[src/rtl/tcp_bus_pkg.sv]
// Shared types for the tcpBus arbiter: FSM states and downstream response codes.
package tcp_bus_pkg;

    typedef enum logic [2:0] {
        IDLE,
        CMD,
        WDATA,
        WRSP,
        RDATA
    } arb_state_e;

    localparam logic [1:0] RESP_OKAY   = 2'b00;
    localparam logic [1:0] RESP_SLVERR = 2'b10;
    localparam logic [1:0] RESP_DECERR = 2'b11;

endpackage

[src/rtl/rr_arbiter.sv]
// Combinational round-robin pick: first asserted request at or after ptr, as one-hot and index.
module rr_arbiter #(
    parameter int unsigned N_REQ = 2
) (
    input  logic [N_REQ-1:0]         req,
    input  logic [$clog2(N_REQ)-1:0] ptr,
    output logic [N_REQ-1:0]         grant,
    output logic [$clog2(N_REQ)-1:0] index,
    output logic                     any
);

    localparam int unsigned IDX_W = $clog2(N_REQ);
    localparam int unsigned CW    = IDX_W + 1;

    logic [CW-1:0] cand;

    always_comb begin
        grant = '0;
        index = '0;
        any   = 1'b0;
        cand  = '0;
        for (int i = 0; i < int'(N_REQ); i++) begin
            // Wrap ptr+i back into 0..N_REQ-1 without a modulo operator.
            cand = {1'b0, ptr} + CW'(i);
            if (cand >= CW'(N_REQ)) begin
                cand = cand - CW'(N_REQ);
            end
            if (!any && req[cand[IDX_W-1:0]]) begin
                any   = 1'b1;
                index = cand[IDX_W-1:0];
            end
        end
        if (any) begin
            grant[index] = 1'b1;
        end
    end

endmodule

[src/rtl/tcp_bus_arbiter.sv]
// Round-robin arbiter sharing one tcpBus command/data/response port between N_REQ requesters.
// Define TCP_ARB_STATS_EN to add per-requester completed-transaction counters (stat_count).
module tcp_bus_arbiter
    import tcp_bus_pkg::*;
#(
    parameter int unsigned N_REQ  = 2,
    parameter int unsigned ADDR_W = 32,
    parameter int unsigned DATA_W = 128,
    parameter int unsigned CNT_W  = 16
) (
    input  logic                     clk,
    input  logic                     reset,
    input  logic [N_REQ-1:0]         s_cmd_valid,
    output logic [N_REQ-1:0]         s_cmd_ready,
    input  logic [N_REQ-1:0]         s_cmd_write,
    input  logic [N_REQ*ADDR_W-1:0]  s_cmd_addr,
    input  logic [N_REQ*32-1:0]      s_cmd_size,
    input  logic [N_REQ-1:0]         s_wdata_valid,
    output logic [N_REQ-1:0]         s_wdata_ready,
    input  logic [N_REQ-1:0]         s_wdata_last,
    input  logic [N_REQ*DATA_W-1:0]  s_wdata_data,
    output logic [N_REQ-1:0]         s_rdata_valid,
    input  logic [N_REQ-1:0]         s_rdata_ready,
    output logic                     s_rdata_last,
    output logic [DATA_W-1:0]        s_rdata_data,
    output logic [N_REQ-1:0]         s_rsp_valid,
    output logic [1:0]               s_rsp_resp,
    output logic                     m_cmd_valid,
    input  logic                     m_cmd_ready,
    output logic                     m_cmd_write,
    output logic [ADDR_W-1:0]        m_cmd_addr,
    output logic [31:0]              m_cmd_size,
    output logic                     m_wdata_valid,
    input  logic                     m_wdata_ready,
    output logic                     m_wdata_last,
    output logic [DATA_W-1:0]        m_wdata_data,
    input  logic                     m_rdata_valid,
    output logic                     m_rdata_ready,
    input  logic                     m_rdata_last,
    input  logic [DATA_W-1:0]        m_rdata_data,
    input  logic                     m_rsp_valid,
    input  logic [1:0]               m_rsp_resp
`ifdef TCP_ARB_STATS_EN
    ,
    output logic [N_REQ*CNT_W-1:0]   stat_count
`endif
);

    localparam int unsigned IDX_W = $clog2(N_REQ);

    if (N_REQ < 2 || N_REQ > 8 || CNT_W < 1) begin : g_bad_params
        $error("tcp_bus_arbiter: unsupported parameters");
    end

    arb_state_e       state_q;
    logic [IDX_W-1:0] gnt_q, ptr_q, next_ptr, arb_index;
    logic             write_q, rsp_flag_q;
    logic [1:0]       rsp_code_q;
    logic [N_REQ-1:0] arb_grant;
    logic             arb_any, arb_write;
    logic             wr_last_fire, rsp_fire, txn_done;

    rr_arbiter #(
        .N_REQ (N_REQ)
    ) u_rr (
        .req   (s_cmd_valid),
        .ptr   (ptr_q),
        .grant (arb_grant),
        .index (arb_index),
        .any   (arb_any)
    );

    assign arb_write = |(s_cmd_write & arb_grant);
    assign next_ptr  = (gnt_q == IDX_W'(N_REQ - 1)) ? '0 : gnt_q + IDX_W'(1);

    always_ff @(posedge clk or negedge reset) begin
        if (!reset) begin
            state_q    <= IDLE;
            gnt_q      <= '0;
            ptr_q      <= '0;
            write_q    <= 1'b0;
            rsp_flag_q <= 1'b0;
            rsp_code_q <= RESP_OKAY;
        end else begin
            unique case (state_q)
                IDLE: begin
                    if (arb_any) begin
                        gnt_q      <= arb_index;
                        write_q    <= arb_write;
                        rsp_flag_q <= 1'b0;
                        state_q    <= CMD;
                    end
                end
                CMD: begin
                    if (m_cmd_ready) begin
                        state_q <= write_q ? WDATA : RDATA;
                    end
                end
                WDATA: begin
                    // A response can overtake the last beat; hold it until WRSP.
                    if (m_rsp_valid) begin
                        rsp_flag_q <= 1'b1;
                        rsp_code_q <= m_rsp_resp;
                    end
                    if (wr_last_fire) begin
                        state_q <= WRSP;
                    end
                end
                WRSP, RDATA: begin
                    if (txn_done) begin
                        state_q <= IDLE;
                        ptr_q   <= next_ptr;
                    end
                end
                default: state_q <= IDLE;
            endcase
        end
    end

    always_comb begin
        s_cmd_ready   = '0;
        s_wdata_ready = '0;
        s_rdata_valid = '0;
        s_rsp_valid   = '0;
        s_rsp_resp    = RESP_OKAY;
        s_rdata_last  = 1'b0;
        s_rdata_data  = '0;
        m_cmd_valid   = 1'b0;
        m_cmd_write   = 1'b0;
        m_cmd_addr    = '0;
        m_cmd_size    = '0;
        m_wdata_valid = 1'b0;
        m_wdata_last  = 1'b0;
        m_wdata_data  = '0;
        m_rdata_ready = 1'b0;
        wr_last_fire  = 1'b0;
        rsp_fire      = 1'b0;
        txn_done      = 1'b0;
        unique case (state_q)
            CMD: begin
                m_cmd_valid        = 1'b1;
                m_cmd_write        = write_q;
                m_cmd_addr         = s_cmd_addr[gnt_q*ADDR_W +: ADDR_W];
                m_cmd_size         = s_cmd_size[gnt_q*32 +: 32];
                s_cmd_ready[gnt_q] = m_cmd_ready;
            end
            WDATA: begin
                m_wdata_valid        = s_wdata_valid[gnt_q];
                m_wdata_last         = s_wdata_last[gnt_q];
                m_wdata_data         = s_wdata_data[gnt_q*DATA_W +: DATA_W];
                s_wdata_ready[gnt_q] = m_wdata_ready;
                wr_last_fire         = m_wdata_valid & m_wdata_ready & m_wdata_last;
            end
            WRSP: begin
                rsp_fire           = m_rsp_valid | rsp_flag_q;
                s_rsp_valid[gnt_q] = rsp_fire;
                s_rsp_resp         = rsp_flag_q ? rsp_code_q : m_rsp_resp;
                txn_done           = rsp_fire;
            end
            RDATA: begin
                s_rdata_valid[gnt_q] = m_rdata_valid;
                m_rdata_ready        = s_rdata_ready[gnt_q];
                s_rdata_last         = m_rdata_last;
                s_rdata_data         = m_rdata_data;
                txn_done             = m_rdata_valid & m_rdata_ready & m_rdata_last;
            end
            default: ;
        endcase
    end

`ifdef TCP_ARB_STATS_EN
    logic [CNT_W-1:0] cnt_q [N_REQ];

    always_ff @(posedge clk or negedge reset) begin
        if (!reset) begin
            for (int i = 0; i < int'(N_REQ); i++) begin
                cnt_q[i] <= '0;
            end
        end else if (txn_done && (cnt_q[gnt_q] != '1)) begin
            cnt_q[gnt_q] <= cnt_q[gnt_q] + CNT_W'(1);
        end
    end

    always_comb begin
        stat_count = '0;
        for (int i = 0; i < int'(N_REQ); i++) begin
            stat_count[i*CNT_W +: CNT_W] = cnt_q[i];
        end
    end
`endif

`ifndef SYNTHESIS
    always @(posedge clk) begin
        if (reset && (state_q == IDLE) && (m_rdata_valid || m_rsp_valid)) begin
            $error("tcp_bus_arbiter: downstream rdata/rsp valid while idle");
        end
    end
`endif

endmodule
[config.mk]
export PLATFORM = sky130hd
export DESIGN_NAME = tcp_bus_arbiter
export DESIGN_NICKNAME = d
export VERILOG_FILES = /design/src/rtl/tcp_bus_pkg.sv /design/src/rtl/rr_arbiter.sv /design/src/rtl/tcp_bus_arbiter.sv
export SDC_FILE = /design/constraint.sdc
export NUM_CORES = 1
export LEC_CHECK = 0
export BUFFER_PORTS_ARGS = -buffer_cell sky130_fd_sc_hd__buf_2
export CAP_MARGIN = 20
export CORE_AREA = 2 2 333 335
export CTS_CLUSTER_DIAMETER = 30
export CTS_CLUSTER_SIZE = 24
export DETAILED_ROUTE_END_ITERATION = 6
export DIE_AREA = 0 0 335 337
export GPL_ROUTABILITY_DRIVEN = 0
export PLACE_DENSITY = 0.3
export SETUP_SLACK_MARGIN = 0.4
export SLEW_MARGIN = 20
export SYNTH_ARGS = -nofsm -noshare
export SYNTH_HDL_FRONTEND = slang
export SYNTH_SLANG_ARGS = --single-unit
[constraint.sdc]
create_clock -name clk -period 3 [get_ports clk]
set_input_delay 0.6 -clock clk [delete_from_list [all_inputs] [get_ports clk]]
set_output_delay 0.6 -clock clk [all_outputs]
set_load 0.02 [all_outputs]
=== Word-level counts from Yosys, hierarchy flattened ===
Index checks and enable logic that the tools add are counted.

* Flip-flop bits (word level): 9
* Output and inout bits: 336

* Add/subtract/negate cells: 4
* Bitwise operators: 10
* Equal/unequal tests: 9
* Order comparisons: 8
* Multiplexer cells: 49
* Reduce and logical (&&, ||, !) cells: 13
* Shifts and indexed selects: 3

{| class="wikitable"
|+ Operators by type and width
! kind !! count
|-
| $mux 128 || 2
|-
| $shiftx 256x9->128 || 1
|-
| $shiftx 64x7->32 || 2
|-
| $mux 32 || 2
|-
| $mux 1 || 28
|-
| $mux 3 || 5
|-
| $mux 2 || 7
|-
| $pmux 3 s4 || 1
|-
| $and 2x2->2 || 5
|-
| $ne 2x2->1 const B || 5
|-
| $lt 1x2->1 const B || 4
|-
| $eq 3x2->1 const B || 2
|-
| $reduce_and 2->1 || 3
|-
| $and 1x1->1 || 4
|-
| $pmux 1 s2 || 2
|-
| $reduce_and 4->1 || 1
|-
| $reduce_or 2->1 || 2
|-
| $eq 3x1->1 const B || 1
|-
| $eq 3x3->1 const B || 1
|-
| $logic_and 1x1->1 || 3
|-
| $logic_not 3->1 || 1
|-
| $reduce_and 3->1 || 1
|-
| $add 1x1->2 const B || 1
|-
| $demux 1 s1 || 2
|-
| other kinds (8) || 10
|}

=== Logic depth before layout (Yosys ltp) ===
Gate-level depths: netlist of the first run.

* Depth in word-level cells: 15
* Depth in mapped cells: 6
* Gate-level depth less buffers: 3

=== By module ===
From an unflattened synthesis of the first run, not the netlist that was laid out.

* Cell total of the unflattened synthesis: 648
* Area, all modules: 4352.9 um2

{| class="wikitable"
|+ By module, submodules not included
! module !! area each (um2) !! times used !! cells an instance !! sequential area each (um2)
|-
| tcp_bus_arbiter || 4320.4 || 1 || 643 || 225.2
|-
| rr_arbiter || 32.5 || 1 || 5 || 0.0
|}

=== Least setup slack after synthesis of the first run ===
Ideal clock, no wire load.

* Kind: register -> output
* Start point: reg state_q[2]
* End point: out m_wdata_data[100]
* Setup slack: 0.907 ns
* Cell stages (with the launch flop): 7
* Arrival: 1.493 ns
* Cells stage by stage: dfrtp_1 nand2b_1 or2_1 clkbuf_1 buf_2 buf_2 nor2_1

* Cells in the longest elaborated chain, start to end: 2

{| class="wikitable"
|+ Ends and longest elaborated chain
! what !! RTL line !! RTL
|-
| start: declaration || tcp_bus_arbiter.sv:55 || <nowiki>arb_state_e state_q;</nowiki>
|-
| start signal: assignment || tcp_bus_arbiter.sv:96 || <nowiki>state_q <= write_q ? WDATA : RDATA;</nowiki>
|-
| $eq 3x2->1 || tcp_bus_arbiter.sv:139 || <nowiki>unique case (state_q)</nowiki>
|-
| $mux 128 || tcp_bus_arbiter.sv:139 ||
|-
| end: declaration || tcp_bus_arbiter.sv:36 || <nowiki>output logic [DATA_W-1:0] m_wdata_data,</nowiki>
|}

Every way passes these cells.

=== Worst setup path in the final report of the first run ===
* Start point: reg state_q[2]
* End point: out m_wdata_data[76]

The elaborated chain is that of the path after synthesis.

==> flow_summary.yaml, run 1 <==
clock_network:
  cts_tree: "done"
  cts_max_level: 1
  clkLatencyLatePin_ns: 0.24
  root_buffer: "clkbuf_16"
  clk_pin_slew_ns: 0.05
  cts_buffers: 3
  cts_buffer_depth: 2
  cts_sinks: 9
  holdBufCountCts: 0
yosys:
  synth-edff-count: 0
  synthesis.nets: 1175
  synth_async_sr_flop_share_pct: 100
  synthTopCellsByCount: "nor2_1 (207), mux2i_1 (197), and2_1 (130)"
  synth_mux_area_share_pct: 46.3
  yosys.area.top_type: "mux2i_1"
  ys_ff_latch: 9
  synthAdderAreaFrac_pct: 0
  yosys_warnings: 0
  synth_compound_area_share_pct: 1.96
  ys_seq_area_share_pct: 5.19
  yosys.area_share.simple_pct: 39.9
  netlist_area_mm2: 0.00434
  synthFlopType: "dfrtp_1"
  yosysMostFrequentCell: "nor2_1"
  avgSynthCellArea_um2: 6.73
  synth_cell_type_count: 31
  synth_xor_area_share_pct: 0
  syn_inst: 644
  synth_top_family_by_area: "multiplexers"
  synth_area_leaders: "mux2i_1 (45%), and2_1 (19%), nor2_1 (18%)"
  synth.top_cell.area_share_pct: 45.5
timing:
  worstMarginPinSlew_ns: 0.581
  finalSetupViolations: 0
  min_period_ns: 2.54
  relSlewSlack_pct: 60.2
  finalHoldViolations: 0
  rsz0062_at_grt: "true"
  clock.fmax_mhz: 394
  whs_ns: 0.222
  finalCritPeriodShare_pct: 84.6
  clock_skew_ns: 0.00569
  tns_ns: 0
  drv_slew: 0
final_layout:
  layout.nets: 2061
  areaGrowthSynthToFinish_pct: 160
  final_cell_count_no_fill: 2967
  layout-drive-gt1-share_pct: 64.2
  fin_util_pct: 10.3
placement:
  dp_cells: 2929
  io_buffers: 866
  hpwl_mm: 65.3
critical_path:
  worstPathRequired_ns: 2.40
  cp-start-kind: "flop"
  critPathKind: "flop to output port"
  crit_path_end_kind: "output port"
  crit_fanout: 16
  cp_data_arrival_time_ns: 1.94
floorplanning:
  dieHeight_um: 337
  die_w_um: 335
  io_pins: 867
  start_util_pct: 3.96
  core.rowCount: 122
  coreArea_mm2: 0.110
  dieArea_mm2: 0.113
route:
  drtPass1Iterations: 5
  vias: 8553
  viasPerCell: 2.88
  drc: 0
  wirelength_mm: 72.5
  drtIter0Drc: 318
  wl_per_cell_um: 24.4
  antenna_left: 0
hold_path:
  hold_path_class: "primary input to async pin"
grt:
  grt_pass1_vias: 8158
  track_usage_pct: 11.9
  gr-total-overflow: 0
  grt_first_pass_wirelength_mm: 87.6
  grt_max_degree: 66
  antenna_found_initial: 92
pwr:
  leakage_nw: 6.21
  p_switching_mw: 4.62
  irDropWorstVdd_mv: 0.398
  pwr-share-comb_pct: 93.4
  internal_power_mw: 3.19
  p_seq_share_pct: 3.4
  p_sw_share_pct: 59.2
  powerDensity_mw_per_mm2: 692
  clkPwrFrac_pct: 3.2
run:
  maxCapViolations: 0
outcome:
  outcome: "complete, no violations"
cells by family after synthesis:
family,after synthesis
buffers and inverters,65
DFF,9
muxes,200
AOI/OAI and AO/OA,11
and+or+nand+nor,359
flip-flops by register name, indices dropped and copies added (netlist names):
name,cells
write_q,1
rsp_flag_q,1
rsp_code_q,2
gnt_q,1
ptr_q,1
state_q,3
placed cells by master, fill, tap and decap left out, drive strengths merged, types with 4 or more instances in the layout:
master,synthesis,layout
and2,130,130
buf,33,937
clkbuf,27,5
dfrtp,9,9
diode,0,12
inv,5,5
mux2i,197,197
nand2,5,5
nor2,207,207
or2,3,4
power by group through the flow:
| stage | Sequential, mW | Combinational (mW) | Clock, mW |
|---|---|---|---|
| 5_1_grt | 0.278 | 7.87 | 0.264 |
| 3_3_place_gp | 0.351 | 6.88 | 0 |
| 3_5_place_dp | 0.355 | 6.84 | 0 |
| 2_1_floorplan | 0.215 | 3.83 | 0 |
| 6_report | 0.267 | 7.29 | 0.251 |
| 4_1_cts | 0.268 | 7.50 | 0.260 |
path summary, 6_finish.rpt:
path	start	endpoint	slack, ns	depth (start not counted)
setup / recovery	state_q[2]	m_wdata_data[76]	0.46	6
hold / removal	reset	rsp_code_q[1]	0.22	1
setup reg to reg	gnt_q	ptr_q	1.00	6
hold reg to reg	rsp_code_q[1]	rsp_code_q[1]	0.50	1
max in group asynchronous	reset	gnt_q	2.53	1
min in group clk	rsp_code_q[1]	rsp_code_q[1]	0.50	1
layout make-up:
cell class	count	area, um^2
inverters	5	18.8
clock buffers	4	78.8
fillers	13100	98300
flip-flops and latches	9	233
diodes	12	30.0
multi-input cells	571	3950
repair buffers	940	5180
well taps	1426	1780
worst max-delay path, cell delays in order (launching register included):
cell and delay [ns]:
dfrtp_2 0.44, nand2b_4 0.20, or2_4 0.31, buf_12 0.15, buf_4 0.20, nor2_1 0.19
buf_4 0.19
repair_timing:
| action | 4_1_cts | 5_1_grt |
|---|---|---|
| resized for setup | 35 | 11 |
| pin swaps | 2 | 2 |
| gates cloned | 3 | 0 |
| buffers inserted | 17 | 2 |
| setup endpoints to repair | 103 | 35 |
per-layer routing:
layer	vias to the layer above	global-route usage, %	wire [um]
met2	580	20.8	34800
met5	-	0	352
met4	52	0.458	492
met3	112	4.87	7660
met1	3902	14.3	29200
li1	3907	-	-
per-stage QoR:
step / power (mW) / setup WS, ns / area [um^2]
5_1_grt: 8.41 / 0.398 / 11300
3_3_place_gp: 7.24 / 0.122 / 10700
2_1_floorplan: 4.05 / 0.907 / 4340
4_1_cts: 8.03 / 0.354 / 11200
6_report: 7.81 / 0.463 / 11300
3_5_place_dp: 7.20 / 0.152 / 10700
Power figures use the tool's default switching activity.
==> run 2, diff against run 1 <==
==> constraint.sdc (replaced) <==
create_clock -name clk -period 2.5 [get_ports clk]
set_input_delay 0.5 -clock clk [delete_from_list [all_inputs] [get_ports clk]]
set_output_delay 0.5 -clock clk [all_outputs]
set_load 0.02 [all_outputs]
==> flow_summary.yaml, run 2 (synthesis results as in run 1) <==
timing:
  min_period_ns: 2.34
  finalSetupViolations: 0
  drv_slew: 0
  tns_ns: 0
  finalHoldViolations: 0
  worstMarginPinSlew_ns: 0.420
  rsz0062_at_grt: "true"
  finalCritPeriodShare_pct: 93.5
  relSlewSlack_pct: 72.0
  clock.fmax_mhz: 428
  clock_skew_ns: 0.00506
final_layout:
  finalInstanceArea_mm2: 0.0159
  layout_common_cells: "buf_2 (582), buf_6 (219), buf_4 (157)"
  largest_register: "state_q"
  fin_util_pct: 14.5
  largest_reg_flops: 3
  layout.nets: 2164
  layout_commonest_cell: "buf_2"
  areaGrowthSynthToFinish_pct: 267
  layout-drive-gt1-share_pct: 81.7
  top_regs: "state_q x3, rsp_code_q x2"
grt:
  antenna_found_initial: 92
  grt_pass1_vias: 8496
  grt_first_pass_wirelength_mm: 86.8
  track_usage_pct: 11.8
  gr-total-overflow: 0
  grt_max_degree: 59
route:
  drc: 0
  drtPass1Iterations: 4
  wl_per_cell_um: 25.2
  vias: 9253
  viasPerCell: 3.01
  antenna_left: 0
  drtIter0Drc: 281
  wirelength_mm: 77.6
floorplanning:
  dieArea_mm2: 0.113
  core.rowCount: 122
  coreArea_mm2: 0.110
  start_util_pct: 3.96
  io_pins: 867
  dieHeight_um: 337
  die_w_um: 335
clock_network:
  cts_buffers: 3
  root_buffer: "clkbuf_16"
  clk_pin_slew_ns: 0.05
  clkLatencyLatePin_ns: 0.25
  cts_tree: "done"
  cts_buffer_depth: 2
  cts_sinks: 9
  cts_max_level: 1
pwr:
  clkPwrFrac_pct: 2.1
  internal_power_mw: 7.18
  pwr-share-comb_pct: 95.4
  p_switching_mw: 7.08
  powerDensity_mw_per_mm2: 897
  irDropWorstVdd_mv: 0.401
  p_sw_share_pct: 49.6
  p_seq_share_pct: 2.4
  total_power_mw: 14.3
  leakage_nw: 7.44
critical_path:
  crit_fanout: 10
  worstPathRequired_ns: 2.00
  crit_path_end_kind: "output port"
  slowest_delay_ns: 0.55
  cp_data_arrival_time_ns: 1.84
  crit_slowest_cell: "dfrtp_4"
  crit_family: "buffers and inverters"
  startpoint: "gnt_q"
  rr_startpoint: "gnt_q"
  critPathKind: "flop to output port"
  cp-start-kind: "flop"
  crit_buf_inv: 4
  path_cells: "buf_16 > buf_16 > mux2i_4 > buf_4 > nor2_2 > buf_4"
placement:
  hpwl_mm: 63.9
  placed_area_mm2: 0.0110
  io_buffers: 866
outcome:
  outcome: "complete, no violations"
hold_path:
  hold_path_class: "primary input to async pin"
run:
  maxCapViolations: 0
## run 2: changes by cell type in the layout (fill, tap and decap cells not counted), sizes merged
cell / delta
clkbuf: +25
buf: +80
or2: -1
inv: -2
bufbuf: -1
clkinv: +1
diode: +6
clkinvlp: +1
## run 2: path summary, 6_finish.rpt
path / slack [ns] / cells past startpoint / end
setup / recovery: 0.16 / 6 / m_wdata_data[64]
hold / removal: 0.12 / 1 / rsp_code_q[1]
setup reg to reg: 0.36 / 6 / ptr_q
hold reg to reg: 0.50 / 1 / ptr_q
max in group asynchronous: 2.13 / 1 / gnt_q
min in group clk: 0.50 / 1 / ptr_q
## run 2: cell type report
type	instances	area [um^2]
timing repair buffer	1044	8450
antenna	18	45.0
fill	12600	93700
sequential	9	233
tap	1426	1780
inverter	5	27.5
clock buffer	4	78.8
multi-input combinational	570	5290
## run 2: worst reg2reg max path, stage by stage, from the launching register on
cell and delay, ns:
dfrtp_4 0.57, buf_16 0.22, buf_12 0.15, mux2i_4 0.22, buf_4 0.16, o32ai_2 0.34
mux2_1 0.36
## run 2: power groups by stage
stage,Sequential [mW],Combinational (mW),Clock [mW]
final,0.345,13.6,0.304
after global routing,0.359,14.4,0.313
after CTS,0.337,10.6,0.311
after detailed placement,0.315,8.56,0
after global placement,0.312,8.63,0
after floorplan,0.258,4.60,0
## run 2: per-layer routing
| metal | track usage [%] | share of wire [%] | vias up |
|---|---|---|---|
| li1 | - | - | 4146 |
| met1 | 14.5 | 39 | 4283 |
| met2 | 19.7 | 47 | 650 |
| met3 | 4.46 | 11 | 132 |
| met4 | 2.21 | 2.5 | 42 |
| met5 | 0 | 0.37 | - |
## run 2: timing repair
item,in CTS,in global routing
buffers inserted,26,28
pin swaps,5,118
resized for setup,229,780
hold buffers,0,0
gates cloned,12,30
endpoints found under the hold margin,0,0
endpoints found under the setup margin,329,334
## run 2: stage by stage
step | worst slack, ns | std cells | hold WS, ns
finish | 0.163 | 3076 | 0.124
global route | 0.106 | 3059 | 0.145
CTS | 0.107 | 3000 | 0.135
detailed placement | 0.0903 | 2958 | 0.399
global placement | 0.0946 | 2958 | 0.394
floorplan | 0.507 | 644 | 0.204
